File: src/rtl/decode_pkg.sv
// decode_pkg: opcode constants, ID/EX bundle type and the control/immediate
// decode helpers shared by the decode/issue stage.
// Optional feature macro: DECODE_WB_BYPASS_EN (writeback bypass into register
// reads and same-cycle scoreboard clear).
package decode_pkg;

  localparam int XLEN              = 32;
  localparam int ALU_CONTROL_WIDTH = 4;

  localparam logic [6:0] OPC_LUI    = 7'b0110111;
  localparam logic [6:0] OPC_AUIPC  = 7'b0010111;
  localparam logic [6:0] OPC_JAL    = 7'b1101111;
  localparam logic [6:0] OPC_JALR   = 7'b1100111;
  localparam logic [6:0] OPC_BRANCH = 7'b1100011;
  localparam logic [6:0] OPC_LOAD   = 7'b0000011;
  localparam logic [6:0] OPC_STORE  = 7'b0100011;
  localparam logic [6:0] OPC_OP_IMM = 7'b0010011;
  localparam logic [6:0] OPC_OP     = 7'b0110011;

  localparam logic [1:0] RESULT_SRC_ALU  = 2'b00;
  localparam logic [1:0] RESULT_SRC_LOAD = 2'b01;
  localparam logic [1:0] RESULT_SRC_PC4  = 2'b10;

  localparam logic [ALU_CONTROL_WIDTH-1:0] ALU_ADD = 4'b0000;
  localparam logic [ALU_CONTROL_WIDTH-1:0] ALU_SUB = 4'b1000;

`ifdef DECODE_WB_BYPASS_EN
  localparam bit WB_BYPASS = 1'b1;
`else
  localparam bit WB_BYPASS = 1'b0;
`endif

  typedef enum logic [1:0] {
    ALU_A_RS1  = 2'b00,
    ALU_A_PC   = 2'b01,
    ALU_A_ZERO = 2'b10
  } alu_a_src_sel_e;

  typedef enum logic {
    PC_TGT_PC  = 1'b0,
    PC_TGT_RS1 = 1'b1
  } pc_target_src_sel_e;

  typedef struct packed {
    logic                         reg_write;
    logic                         mem_write;
    logic                         jump;
    logic                         branch;
    logic                         alu_src;
    logic [1:0]                   result_src;
    logic [ALU_CONTROL_WIDTH-1:0] alu_control;
    alu_a_src_sel_e               op_a_sel;
    pc_target_src_sel_e           pc_target_src_sel;
  } ctrl_t;

  typedef struct packed {
    logic                         reg_write;
    logic                         mem_write;
    logic                         jump;
    logic                         branch;
    logic                         alu_src;
    logic [1:0]                   result_src;
    logic [ALU_CONTROL_WIDTH-1:0] alu_control;
    logic [2:0]                   funct3;
    alu_a_src_sel_e               op_a_sel;
    pc_target_src_sel_e           pc_target_src_sel;
    logic [XLEN-1:0]              pc;
    logic [XLEN-1:0]              pc_plus_4;
    logic [XLEN-1:0]              imm;
    logic [XLEN-1:0]              rs1_data;
    logic [XLEN-1:0]              rs2_data;
    logic [4:0]                   rs1_addr;
    logic [4:0]                   rs2_addr;
    logic [4:0]                   rd_addr;
    logic                         illegal;
  } id_ex_bundle_t;

  // Main control decode for the RV32I base opcodes.
  function automatic ctrl_t control_unit(input logic [31:0] instr);
    ctrl_t      c;
    logic [2:0] f3;
    c  = '0;
    f3 = instr[14:12];
    case (instr[6:0])
      OPC_LUI: begin
        c.reg_write = 1'b1;
        c.alu_src   = 1'b1;
        c.op_a_sel  = ALU_A_ZERO;
      end
      OPC_AUIPC: begin
        c.reg_write = 1'b1;
        c.alu_src   = 1'b1;
        c.op_a_sel  = ALU_A_PC;
      end
      OPC_JAL: begin
        c.reg_write  = 1'b1;
        c.jump       = 1'b1;
        c.result_src = RESULT_SRC_PC4;
      end
      OPC_JALR: begin
        c.reg_write         = 1'b1;
        c.jump              = 1'b1;
        c.alu_src           = 1'b1;
        c.result_src        = RESULT_SRC_PC4;
        c.pc_target_src_sel = PC_TGT_RS1;
      end
      OPC_BRANCH: begin
        c.branch      = 1'b1;
        c.alu_control = ALU_SUB;
      end
      OPC_LOAD: begin
        c.reg_write  = 1'b1;
        c.alu_src    = 1'b1;
        c.result_src = RESULT_SRC_LOAD;
      end
      OPC_STORE: begin
        c.mem_write = 1'b1;
        c.alu_src   = 1'b1;
      end
      OPC_OP_IMM: begin
        c.reg_write   = 1'b1;
        c.alu_src     = 1'b1;
        // Only the shift-right pair uses bit 30 as an operation selector.
        c.alu_control = (f3 == 3'b101) ? {instr[30], f3} : {1'b0, f3};
      end
      OPC_OP: begin
        c.reg_write   = 1'b1;
        c.alu_control = {instr[30], f3};
      end
      default: c = '0;
    endcase
    return c;
  endfunction

  // Sign-extended immediate for each instruction format.
  function automatic logic [31:0] immediate_generator(input logic [31:0] instr);
    case (instr[6:0])
      OPC_OP_IMM, OPC_LOAD, OPC_JALR:
        return {{20{instr[31]}}, instr[31:20]};
      OPC_STORE:
        return {{20{instr[31]}}, instr[31:25], instr[11:7]};
      OPC_BRANCH:
        return {{19{instr[31]}}, instr[31], instr[7], instr[30:25], instr[11:8], 1'b0};
      OPC_LUI, OPC_AUIPC:
        return {instr[31:12], 12'b0};
      OPC_JAL:
        return {{11{instr[31]}}, instr[31], instr[19:12], instr[20], instr[30:21], 1'b0};
      default:
        return 32'd0;
    endcase
  endfunction

  function automatic logic uses_rs1(input logic [6:0] opc);
    return !(opc == OPC_LUI || opc == OPC_AUIPC || opc == OPC_JAL);
  endfunction

  function automatic logic uses_rs2(input logic [6:0] opc);
    return (opc == OPC_OP || opc == OPC_STORE || opc == OPC_BRANCH);
  endfunction

  // True when a 5-bit register index does not exist in a file of num_regs entries.
  function automatic logic reg_oob(input logic [4:0] idx, input int num_regs);
    return int'(idx) >= num_regs;
  endfunction

endpackage

File: src/rtl/decode_issue_if.sv
// decode_issue_if: fetch -> decode valid/ready handshake carrying the
// instruction word and its PC / PC+4.
interface decode_issue_if
  import decode_pkg::*;
#(
  parameter int DATA_WIDTH = XLEN
);
  logic                  if_valid;
  logic                  if_ready;
  logic [31:0]           instr;
  logic [DATA_WIDTH-1:0] pc;
  logic [DATA_WIDTH-1:0] pc_plus_4;

  modport master (output if_valid, instr, pc, pc_plus_4, input if_ready);
  modport slave  (input if_valid, instr, pc, pc_plus_4, output if_ready);
endinterface

File: src/rtl/decode_issue_load_scoreboard.sv
// load_scoreboard: one pending bit per architectural register tracking loads
// that have issued but not yet written back, plus the RAW/WAW hazard query.
// Same-cycle writeback clears unblock the query only with DECODE_WB_BYPASS_EN.
module load_scoreboard
  import decode_pkg::*;
#(
  parameter int NUM_REGS = 32
) (
  input  logic       clk,
  input  logic       rst,
  input  logic       set_en_i,
  input  logic [4:0] set_addr_i,
  input  logic       clr_en_i,
  input  logic [4:0] clr_addr_i,
  input  logic       flush_clr_en_i,
  input  logic [4:0] flush_clr_addr_i,
  input  logic       rs1_used_i,
  input  logic [4:0] rs1_addr_i,
  input  logic       rs2_used_i,
  input  logic [4:0] rs2_addr_i,
  input  logic       rd_check_i,
  input  logic [4:0] rd_addr_i,
  output logic       hazard_o
);
  localparam int AW = $clog2(NUM_REGS);

  logic [NUM_REGS-1:0] pend_q, pend_d;
  logic                rs1_busy, rs2_busy, rd_busy;

  function automatic logic pend_at(input logic [NUM_REGS-1:0] v, input logic [4:0] a);
    if (reg_oob(a, NUM_REGS)) return 1'b0;
    return v[a[AW-1:0]];
  endfunction

  // Pending-bit update: clears first, then a same-cycle set overrides them.
  always_comb begin
    pend_d = pend_q;
    for (int r = 1; r < NUM_REGS; r++) begin
      if ((clr_en_i && clr_addr_i == 5'(r)) ||
          (flush_clr_en_i && flush_clr_addr_i == 5'(r)))
        pend_d[r] = 1'b0;
      if (set_en_i && set_addr_i == 5'(r))
        pend_d[r] = 1'b1;
    end
  end

  // Pending-bit state register.
  always_ff @(posedge clk or posedge rst) begin
    if (rst) pend_q <= '0;
    else     pend_q <= pend_d;
  end

  // Hazard query: a source still waiting on its load, or a load whose rd is already pending.
  always_comb begin
    rs1_busy = rs1_used_i && pend_at(pend_q, rs1_addr_i) &&
               !(WB_BYPASS && clr_en_i && clr_addr_i == rs1_addr_i);
    rs2_busy = rs2_used_i && pend_at(pend_q, rs2_addr_i) &&
               !(WB_BYPASS && clr_en_i && clr_addr_i == rs2_addr_i);
    rd_busy  = rd_check_i && pend_at(pend_q, rd_addr_i);
    hazard_o = rs1_busy || rs2_busy || rd_busy;
  end

endmodule

File: src/rtl/decode_issue.sv
// decode_issue: registered RV32 decode/issue stage. Decodes the fetched
// instruction, reads the internal register file, stalls on pending loads and
// issues an ID/EX bundle from a flushable, back-pressurable output register
// that snoops writeback while held.
// Optional feature macro: DECODE_WB_BYPASS_EN (handled through decode_pkg::WB_BYPASS).
module decode_issue
  import decode_pkg::*;
#(
  parameter int DATA_WIDTH     = XLEN,
  parameter int NUM_REGS       = 32,
  parameter int REG_ADDR_WIDTH = $clog2(NUM_REGS)
) (
  input  logic                         clk,
  input  logic                         rst,
  decode_issue_if.slave                fetch,
  input  logic                         wb_en_i,
  input  logic [4:0]                   wb_addr_i,
  input  logic [DATA_WIDTH-1:0]        wb_data_i,
  input  logic                         wb_load_i,
  input  logic                         flush_i,
  output logic                         stall_o,
  output logic                         ex_valid_o,
  input  logic                         ex_ready_i,
  output logic                         ex_reg_write_o,
  output logic                         ex_mem_write_o,
  output logic                         ex_jump_o,
  output logic                         ex_branch_o,
  output logic                         ex_alu_src_o,
  output logic [1:0]                   ex_result_src_o,
  output logic [ALU_CONTROL_WIDTH-1:0] ex_alu_control_o,
  output logic [2:0]                   ex_funct3_o,
  output alu_a_src_sel_e               ex_op_a_sel_o,
  output pc_target_src_sel_e           ex_pc_target_src_sel_o,
  output logic [DATA_WIDTH-1:0]        ex_pc_o,
  output logic [DATA_WIDTH-1:0]        ex_pc_plus_4_o,
  output logic [DATA_WIDTH-1:0]        ex_imm_o,
  output logic [DATA_WIDTH-1:0]        ex_rs1_data_o,
  output logic [DATA_WIDTH-1:0]        ex_rs2_data_o,
  output logic [4:0]                   ex_rs1_addr_o,
  output logic [4:0]                   ex_rs2_addr_o,
  output logic [4:0]                   ex_rd_addr_o,
  output logic                         ex_illegal_o
);

  logic [DATA_WIDTH-1:0] rf_q [NUM_REGS];
  id_ex_bundle_t         ex_q, ex_d, dec;
  logic                  ex_valid_q, ex_valid_d;

  ctrl_t                 ctrl;
  logic [6:0]            opc;
  logic [4:0]            rs1_a, rs2_a, rd_a;
  logic                  use_rs1, use_rs2, illegal, is_load;
  logic                  wb_wr, hazard, advance, issue;
  logic                  flush_clr;
  logic [DATA_WIDTH-1:0] rs1_val, rs2_val;

  assign opc     = fetch.instr[6:0];
  assign rd_a    = fetch.instr[11:7];
  assign rs1_a   = fetch.instr[19:15];
  assign rs2_a   = fetch.instr[24:20];
  assign ctrl    = control_unit(fetch.instr);
  assign use_rs1 = uses_rs1(opc);
  assign use_rs2 = uses_rs2(opc);
  assign illegal = (use_rs1 && reg_oob(rs1_a, NUM_REGS)) ||
                   (use_rs2 && reg_oob(rs2_a, NUM_REGS)) ||
                   (ctrl.reg_write && reg_oob(rd_a, NUM_REGS));
  // Only a legal load with a real destination ever owns a scoreboard bit.
  assign is_load = (ctrl.result_src == RESULT_SRC_LOAD) && ctrl.reg_write &&
                   (rd_a != 5'd0) && !illegal;
  assign wb_wr   = wb_en_i && (wb_addr_i != 5'd0) && !reg_oob(wb_addr_i, NUM_REGS);

  assign advance        = !ex_valid_q || ex_ready_i;
  assign fetch.if_ready = advance && !hazard && !flush_i;
  assign issue          = fetch.if_valid && fetch.if_ready;
  assign stall_o        = fetch.if_valid && hazard;
  // A load killed in the output register will never write back, so release its bit.
  assign flush_clr      = flush_i && ex_valid_q && ex_q.reg_write &&
                          (ex_q.result_src == RESULT_SRC_LOAD) && (ex_q.rd_addr != 5'd0);

  load_scoreboard #(
    .NUM_REGS (NUM_REGS)
  ) u_scoreboard (
    .clk              (clk),
    .rst              (rst),
    .set_en_i         (issue && is_load),
    .set_addr_i       (rd_a),
    .clr_en_i         (wb_en_i && wb_load_i),
    .clr_addr_i       (wb_addr_i),
    .flush_clr_en_i   (flush_clr),
    .flush_clr_addr_i (ex_q.rd_addr),
    .rs1_used_i       (use_rs1),
    .rs1_addr_i       (rs1_a),
    .rs2_used_i       (use_rs2),
    .rs2_addr_i       (rs2_a),
    .rd_check_i       (is_load),
    .rd_addr_i        (rd_a),
    .hazard_o         (hazard)
  );

  // Register file write port; x0 is never written so it always reads zero.
  always_ff @(posedge clk or posedge rst) begin
    if (rst) begin
      for (int r = 0; r < NUM_REGS; r++) rf_q[r] <= '0;
    end else if (wb_wr) begin
      rf_q[wb_addr_i[REG_ADDR_WIDTH-1:0]] <= wb_data_i;
    end
  end

  // Register file reads, optionally bypassing the writeback in flight.
  always_comb begin
    rs1_val = rf_q[rs1_a[REG_ADDR_WIDTH-1:0]];
    rs2_val = rf_q[rs2_a[REG_ADDR_WIDTH-1:0]];
    if (WB_BYPASS && wb_wr && wb_addr_i == rs1_a) rs1_val = wb_data_i;
    if (WB_BYPASS && wb_wr && wb_addr_i == rs2_a) rs2_val = wb_data_i;
  end

  // Assemble the decoded bundle; an illegal index suppresses architectural side effects.
  always_comb begin
    dec                   = '0;
    dec.reg_write         = ctrl.reg_write && !illegal;
    dec.mem_write         = ctrl.mem_write && !illegal;
    dec.jump              = ctrl.jump;
    dec.branch            = ctrl.branch;
    dec.alu_src           = ctrl.alu_src;
    dec.result_src        = ctrl.result_src;
    dec.alu_control       = ctrl.alu_control;
    dec.funct3            = fetch.instr[14:12];
    dec.op_a_sel          = ctrl.op_a_sel;
    dec.pc_target_src_sel = ctrl.pc_target_src_sel;
    dec.pc                = fetch.pc;
    dec.pc_plus_4         = fetch.pc_plus_4;
    dec.imm               = immediate_generator(fetch.instr);
    dec.rs1_data          = rs1_val;
    dec.rs2_data          = rs2_val;
    dec.rs1_addr          = rs1_a;
    dec.rs2_addr          = rs2_a;
    dec.rd_addr           = rd_a;
    dec.illegal           = illegal;
  end

  // Output register next state: flush, then issue, then drain, else hold with WB snoop.
  always_comb begin
    ex_valid_d = ex_valid_q;
    ex_d       = ex_q;
    if (flush_i) begin
      ex_valid_d = 1'b0;
    end else if (issue) begin
      ex_valid_d = 1'b1;
      ex_d       = dec;
    end else if (advance) begin
      ex_valid_d = 1'b0;
    end else begin
      if (wb_en_i && ex_q.rs1_addr != 5'd0 && wb_addr_i == ex_q.rs1_addr)
        ex_d.rs1_data = wb_data_i;
      if (wb_en_i && ex_q.rs2_addr != 5'd0 && wb_addr_i == ex_q.rs2_addr)
        ex_d.rs2_data = wb_data_i;
    end
  end

  // Output register state.
  always_ff @(posedge clk or posedge rst) begin
    if (rst) begin
      ex_valid_q <= 1'b0;
      ex_q       <= '0;
    end else begin
      ex_valid_q <= ex_valid_d;
      ex_q       <= ex_d;
    end
  end

  assign ex_valid_o             = ex_valid_q;
  assign ex_reg_write_o         = ex_q.reg_write;
  assign ex_mem_write_o         = ex_q.mem_write;
  assign ex_jump_o              = ex_q.jump;
  assign ex_branch_o            = ex_q.branch;
  assign ex_alu_src_o           = ex_q.alu_src;
  assign ex_result_src_o        = ex_q.result_src;
  assign ex_alu_control_o       = ex_q.alu_control;
  assign ex_funct3_o            = ex_q.funct3;
  assign ex_op_a_sel_o          = ex_q.op_a_sel;
  assign ex_pc_target_src_sel_o = ex_q.pc_target_src_sel;
  assign ex_pc_o                = ex_q.pc;
  assign ex_pc_plus_4_o         = ex_q.pc_plus_4;
  assign ex_imm_o               = ex_q.imm;
  assign ex_rs1_data_o          = ex_q.rs1_data;
  assign ex_rs2_data_o          = ex_q.rs2_data;
  assign ex_rs1_addr_o          = ex_q.rs1_addr;
  assign ex_rs2_addr_o          = ex_q.rs2_addr;
  assign ex_rd_addr_o           = ex_q.rd_addr;
  assign ex_illegal_o           = ex_q.illegal;

endmodule

File: src/flat_wrapper.sv
// flat-port wrapper written by rule: the top's interface ports become plain ports
module decode_issue_flat import decode_pkg::*;
#(
  parameter int DATA_WIDTH     = XLEN,
  parameter int NUM_REGS       = 32,
  parameter int REG_ADDR_WIDTH = $clog2(NUM_REGS)
)
  (clk, rst, wb_en_i, wb_addr_i, wb_data_i, wb_load_i, flush_i, stall_o, ex_valid_o, ex_ready_i, ex_reg_write_o, ex_mem_write_o, ex_jump_o, ex_branch_o, ex_alu_src_o, ex_result_src_o, ex_alu_control_o, ex_funct3_o, ex_op_a_sel_o, ex_pc_target_src_sel_o, ex_pc_o, ex_pc_plus_4_o, ex_imm_o, ex_rs1_data_o, ex_rs2_data_o, ex_rs1_addr_o, ex_rs2_addr_o, ex_rd_addr_o, ex_illegal_o, fetch_if_valid, fetch_instr, fetch_pc, fetch_pc_plus_4, fetch_if_ready);
  decode_issue_if #(.DATA_WIDTH(DATA_WIDTH)) fetch_i ();
  input  logic clk;
  input  logic rst;
  input  logic wb_en_i;
  input  logic [4:0] wb_addr_i;
  input  logic [DATA_WIDTH-1:0] wb_data_i;
  input  logic wb_load_i;
  input  logic flush_i;
  output logic stall_o;
  output logic ex_valid_o;
  input  logic ex_ready_i;
  output logic ex_reg_write_o;
  output logic ex_mem_write_o;
  output logic ex_jump_o;
  output logic ex_branch_o;
  output logic ex_alu_src_o;
  output logic [1:0] ex_result_src_o;
  output logic [ALU_CONTROL_WIDTH-1:0] ex_alu_control_o;
  output logic [2:0] ex_funct3_o;
  output alu_a_src_sel_e ex_op_a_sel_o;
  output pc_target_src_sel_e ex_pc_target_src_sel_o;
  output logic [DATA_WIDTH-1:0] ex_pc_o;
  output logic [DATA_WIDTH-1:0] ex_pc_plus_4_o;
  output logic [DATA_WIDTH-1:0] ex_imm_o;
  output logic [DATA_WIDTH-1:0] ex_rs1_data_o;
  output logic [DATA_WIDTH-1:0] ex_rs2_data_o;
  output logic [4:0] ex_rs1_addr_o;
  output logic [4:0] ex_rs2_addr_o;
  output logic [4:0] ex_rd_addr_o;
  output logic ex_illegal_o;
  input wire logic [$bits(fetch_i.if_valid)-1:0] fetch_if_valid;
  input wire logic [$bits(fetch_i.instr)-1:0] fetch_instr;
  input wire logic [$bits(fetch_i.pc)-1:0] fetch_pc;
  input wire logic [$bits(fetch_i.pc_plus_4)-1:0] fetch_pc_plus_4;
  output wire logic [$bits(fetch_i.if_ready)-1:0] fetch_if_ready;
  assign fetch_i.if_valid = fetch_if_valid;
  assign fetch_i.instr = fetch_instr;
  assign fetch_i.pc = fetch_pc;
  assign fetch_i.pc_plus_4 = fetch_pc_plus_4;
  assign fetch_if_ready = fetch_i.if_ready;
  decode_issue #(.DATA_WIDTH(DATA_WIDTH), .NUM_REGS(NUM_REGS), .REG_ADDR_WIDTH(REG_ADDR_WIDTH)) u_core (.clk(clk), .rst(rst), .fetch(fetch_i), .wb_en_i(wb_en_i), .wb_addr_i(wb_addr_i), .wb_data_i(wb_data_i), .wb_load_i(wb_load_i), .flush_i(flush_i), .stall_o(stall_o), .ex_valid_o(ex_valid_o), .ex_ready_i(ex_ready_i), .ex_reg_write_o(ex_reg_write_o), .ex_mem_write_o(ex_mem_write_o), .ex_jump_o(ex_jump_o), .ex_branch_o(ex_branch_o), .ex_alu_src_o(ex_alu_src_o), .ex_result_src_o(ex_result_src_o), .ex_alu_control_o(ex_alu_control_o), .ex_funct3_o(ex_funct3_o), .ex_op_a_sel_o(ex_op_a_sel_o), .ex_pc_target_src_sel_o(ex_pc_target_src_sel_o), .ex_pc_o(ex_pc_o), .ex_pc_plus_4_o(ex_pc_plus_4_o), .ex_imm_o(ex_imm_o), .ex_rs1_data_o(ex_rs1_data_o), .ex_rs2_data_o(ex_rs2_data_o), .ex_rs1_addr_o(ex_rs1_addr_o), .ex_rs2_addr_o(ex_rs2_addr_o), .ex_rd_addr_o(ex_rd_addr_o), .ex_illegal_o(ex_illegal_o));
endmodule
File: config.mk
export PLATFORM = sky130hd
export DESIGN_NAME = decode_issue_flat
export DESIGN_NICKNAME = d
export VERILOG_FILES = /design/src/rtl/decode_pkg.sv /design/src/rtl/decode_issue_if.sv /design/src/rtl/decode_issue_load_scoreboard.sv /design/src/rtl/decode_issue.sv /design/src/flat_wrapper.sv
export SDC_FILE = /design/constraint.sdc
export NUM_CORES = 2
export LEC_CHECK = 0
export CAP_MARGIN = 25
export CORE_MARGIN = 8
export CORE_UTILIZATION = 45
export CTS_BUF_LIST = sky130_fd_sc_hd__clkbuf_16
export DETAILED_ROUTE_END_ITERATION = 8
export PLACE_DENSITY_LB_ADDON = 0.25
export SLEW_MARGIN = 20
export SYNTH_ARGS = -nofsm -noshare
export SYNTH_HDL_FRONTEND = slang
export SYNTH_SLANG_ARGS = --single-unit
File: constraint.sdc
create_clock -name clk -period 46.7 [get_ports clk]
set_input_delay 9.34 -clock clk [delete_from_list [all_inputs] [get_ports clk]]
set_output_delay 9.34 -clock clk [all_outputs]
set_load 0.005 [all_outputs]
==> reports/metrics.cfg <==
[worst_setup_path]
cp-start-kind=primary input
worst-setup-path-type=in -> out
timing.rr.start=u_core.u_scoreboard.pend_q[19]$_DFFE_PP0P_
worst_path_largest_cell_delay_ps=1100
cp_num_cells=7
cp.buffers_inverters=2
path_delay_family=buffers and inverters
r2r_slack_ps=41940
crit_path_end_kind=primary output
r2r_end=u_core.ex_pc_o[10]$_DFFE_PP0P_
cp.arrival_ps=12840
cp_max_fo=21
crit_path_cell_trace=clkdlybuf4s50_1, nor2_1, a2111o_1, nor3_1, a32oi_2, a21boi_0, clkdlybuf4s50_1
reg2reg_depth=9
cp_common_cell=clkdlybuf4s50_1
critPathRequiredTime_ps=37360
cp_slowest_cell=clkdlybuf4s50_1

[global_route]
grt-ovfl-total=0
grt_start_max_net_pins=174
antenna_found_initial=9
grt_pass1_wl_mm=284
grt_usage_pct=24.1
grt_pass1_vias=40700

[yosys]
synth-edff-count=0
synth_area_sq_um=64600
synth_top_family_by_area=multiplexers
yosysTopAreaCell=dfrtp_1
yosysWarnings=0
synth_fa_ha_area_share_pct=0
synth-xor-area-share_pct=0.109
synth_compound_area_share_pct=1.69
synth_ff_type=dfrtp_1
synth-async-reset-ratio_pct=100
synth_common_cells=1248 x dfrtp_1, 1082 x mux2_2, 657 x mux4_2, 280 x clkbuf_1, 221 x mux2i_1
synth_cell_types=67
synth.area.top_cells=dfrtp_1 48%, mux4_2 23%, mux2_2 19%
synth_largest_type_area_fraction_pct=48.4
synth_nets=4187
ys_ff_latch=1248
synth_most_common_cell=dfrtp_1
synth.avg_cell_area_sq_um=16.0
syn_inst=4047
muxShareOfSynthArea_pct=45.3
ys_seq_area_share_pct=48.4
yosys.area_share.simple_pct=1.55

[status]
status=complete, no violations

[timing]
slew_viol_final=0
tightest_slew_ps=1090
fin_tns_setup_ps=0
slew_headroom_pct=27.4
skew_ps=34.0
fmax_ghz=0.0451
final-hold-violation-count=0
layout_min_cycle_time_ps=22180
rsz0062_at_grt=false
finalSetupViolations=0
post-route-period-util_pct=47.5

[power]
swShare_pct=26.7
p_seq_share_pct=45.4
p_clk_share_pct=32.8
finalPower_mw=3.17
p_leak_nw=31.5
p_switching_mw=0.847
comb_power_share_pct=21.8
p_int_mw=2.32
power_density_nw_per_um2=42.9
ir_drop_mv=0.0390

[cts]
cts_buffers=137
cts-root-buf=clkbuf_16
cts_hold_buf=0
cts_post_setup_buffers_inserted=0
clock_latency_ps=780
clock_path_buffers=3
htree_num_levels=4
ctsResizeCount=0
clk_pin_slew_worst_paths_ps=50
cts.sinks=1248
cts_tree=done

[placement]
port-buffer-count=334
dp.cells=5914
dpl.hpwl_mm=104
gp_congestion=0.863

[min_path]
hold_class=reg -> reg
hold_start=u_core.rf_q[1018]$_DFFE_PP0P_
whs_path_depth=0
min_to=u_core.rf_q[1018]$_DFFE_PP0P_

[routing]
drtIter0Drc=3403
wl_per_cell_um=30.5
met1_length_mm=79.8
via_per_inst=6.32
met2_length_mm=90.1
num_vias=39000
antenna_left=0
top_layer_used=met5
wirelength_mm=188
wl_met3_mm=12.6
dr.pass1.iters=6
route.detailed.drc=0

[layout]
fin_util_pct=51.7
nets=4300
drive_above_1_share_pct=48.7
stdcell_count=6173
syn_to_final_growth_pct=14.4

[floorplan]
ios=336
start_util_pct=45.2
die_w_um=395
core_area_sq_um=143000
die_h_um=395
core.rowCount=139
die_area_sq_um=156000

[job]
drv_cap=0

## area by class of cell
class / count / area, sq um
tap: 1903 / 2380
sequential: 1248 / 31200
clock buffer: 144 / 3600
clock inverter: 101 / 638
timing repair buffer: 419 / 4190
antenna: 4 / 10.0
fill: 11800 / 69100
multi-input combinational: 2326 / 31700
inverter: 28 / 113
## cells by family (layout without fill, tap and decap cells)
group / Yosys count / count (layout)
AOI/OAI and AO/OA: 154 / 154
xor gates and xnor gates: 8 / 8
buffers and inverters: 473 / 692
DFF: 1248 / 1248
muxes: 1965 / 1965
other: 1 / 5
and+or+nand+nor: 198 / 198
## state kept, by name, indices dropped and copies added, names as in the netlist, 31 cells and up
name and cells:
u_core.ex_pc_o 32, u_core.ex_rs1_data_o 32, u_core.u_scoreboard.pend_q 31, u_core.ex_imm_o 32
u_core.ex_pc_plus_4_o 32, u_core.ex_rs2_data_o 32, u_core.rf_q 1024
## worst max-delay path by stage
stage / startpoint / endpoint / slack (ps)
final: fetch_instr[7] / stall_o / 24520
after detailed placement: fetch_instr[7] / stall_o / 24550
after CTS: fetch_instr[7] / stall_o / 24550
after floorplan: rst / u_core.ex_alu_control_o[0]$_DFFE_PP0P_ / 2190
after global routing: fetch_instr[7] / stall_o / 24260
after global placement: fetch_instr[7] / stall_o / 24600
## cells in the final DEF (no fill, tap or decap), types with 6 or more instances in the layout
cell,count
nor2_4,12
buf_4,60
mux2_2,1082
buf_8,18
o41ai_1,10
bufinv_16,6
nand2_4,12
clkbuf_16,144
nand2_1,43
nor2b_1,17
inv_1,59
buf_2,11
buf_6,8
nor3_1,8
nand4_1,10
o221ai_1,30
clkinv_1,31
mux4_2,657
nand2b_1,12
a21oi_1,24
clkdlybuf4s50_1,313
o21ai_0,52
mux2i_1,221
buf_12,7
dfrtp_1,1248
inv_6,6
clkinv_2,21
nand3_1,23
nor2_1,21
## routing by layer
metal,vias up,GRT usage [%]
met5,-,0
li1,15900,-
met1,21300,33.2
met2,1459,38.4
met3,328,5.10
met4,10,7.66
## stage by stage
stage          hold WS (ps)  area [sq um]  setup slack, ps
2_1_floorplan           441         64600             2190
3_3_place_gp            376         69300            24600
3_5_place_dp            383         69500            24550
4_1_cts                 396         73700            24550
5_1_grt                 407         73900            24260
6_report                395         73900            24520
## power groups by stage
stage | Sequential (mW) | Clock [mW] | Combinational, mW
2_1_floorplan | 1.42 | 0 | 0.481
3_3_place_gp | 1.44 | 0 | 0.684
3_5_place_dp | 1.46 | 0 | 0.697
4_1_cts | 1.44 | 1.06 | 0.700
5_1_grt | 1.47 | 1.11 | 0.741
6_report | 1.44 | 1.04 | 0.691
No activity file was read; power rests on OpenSTA's default activity.
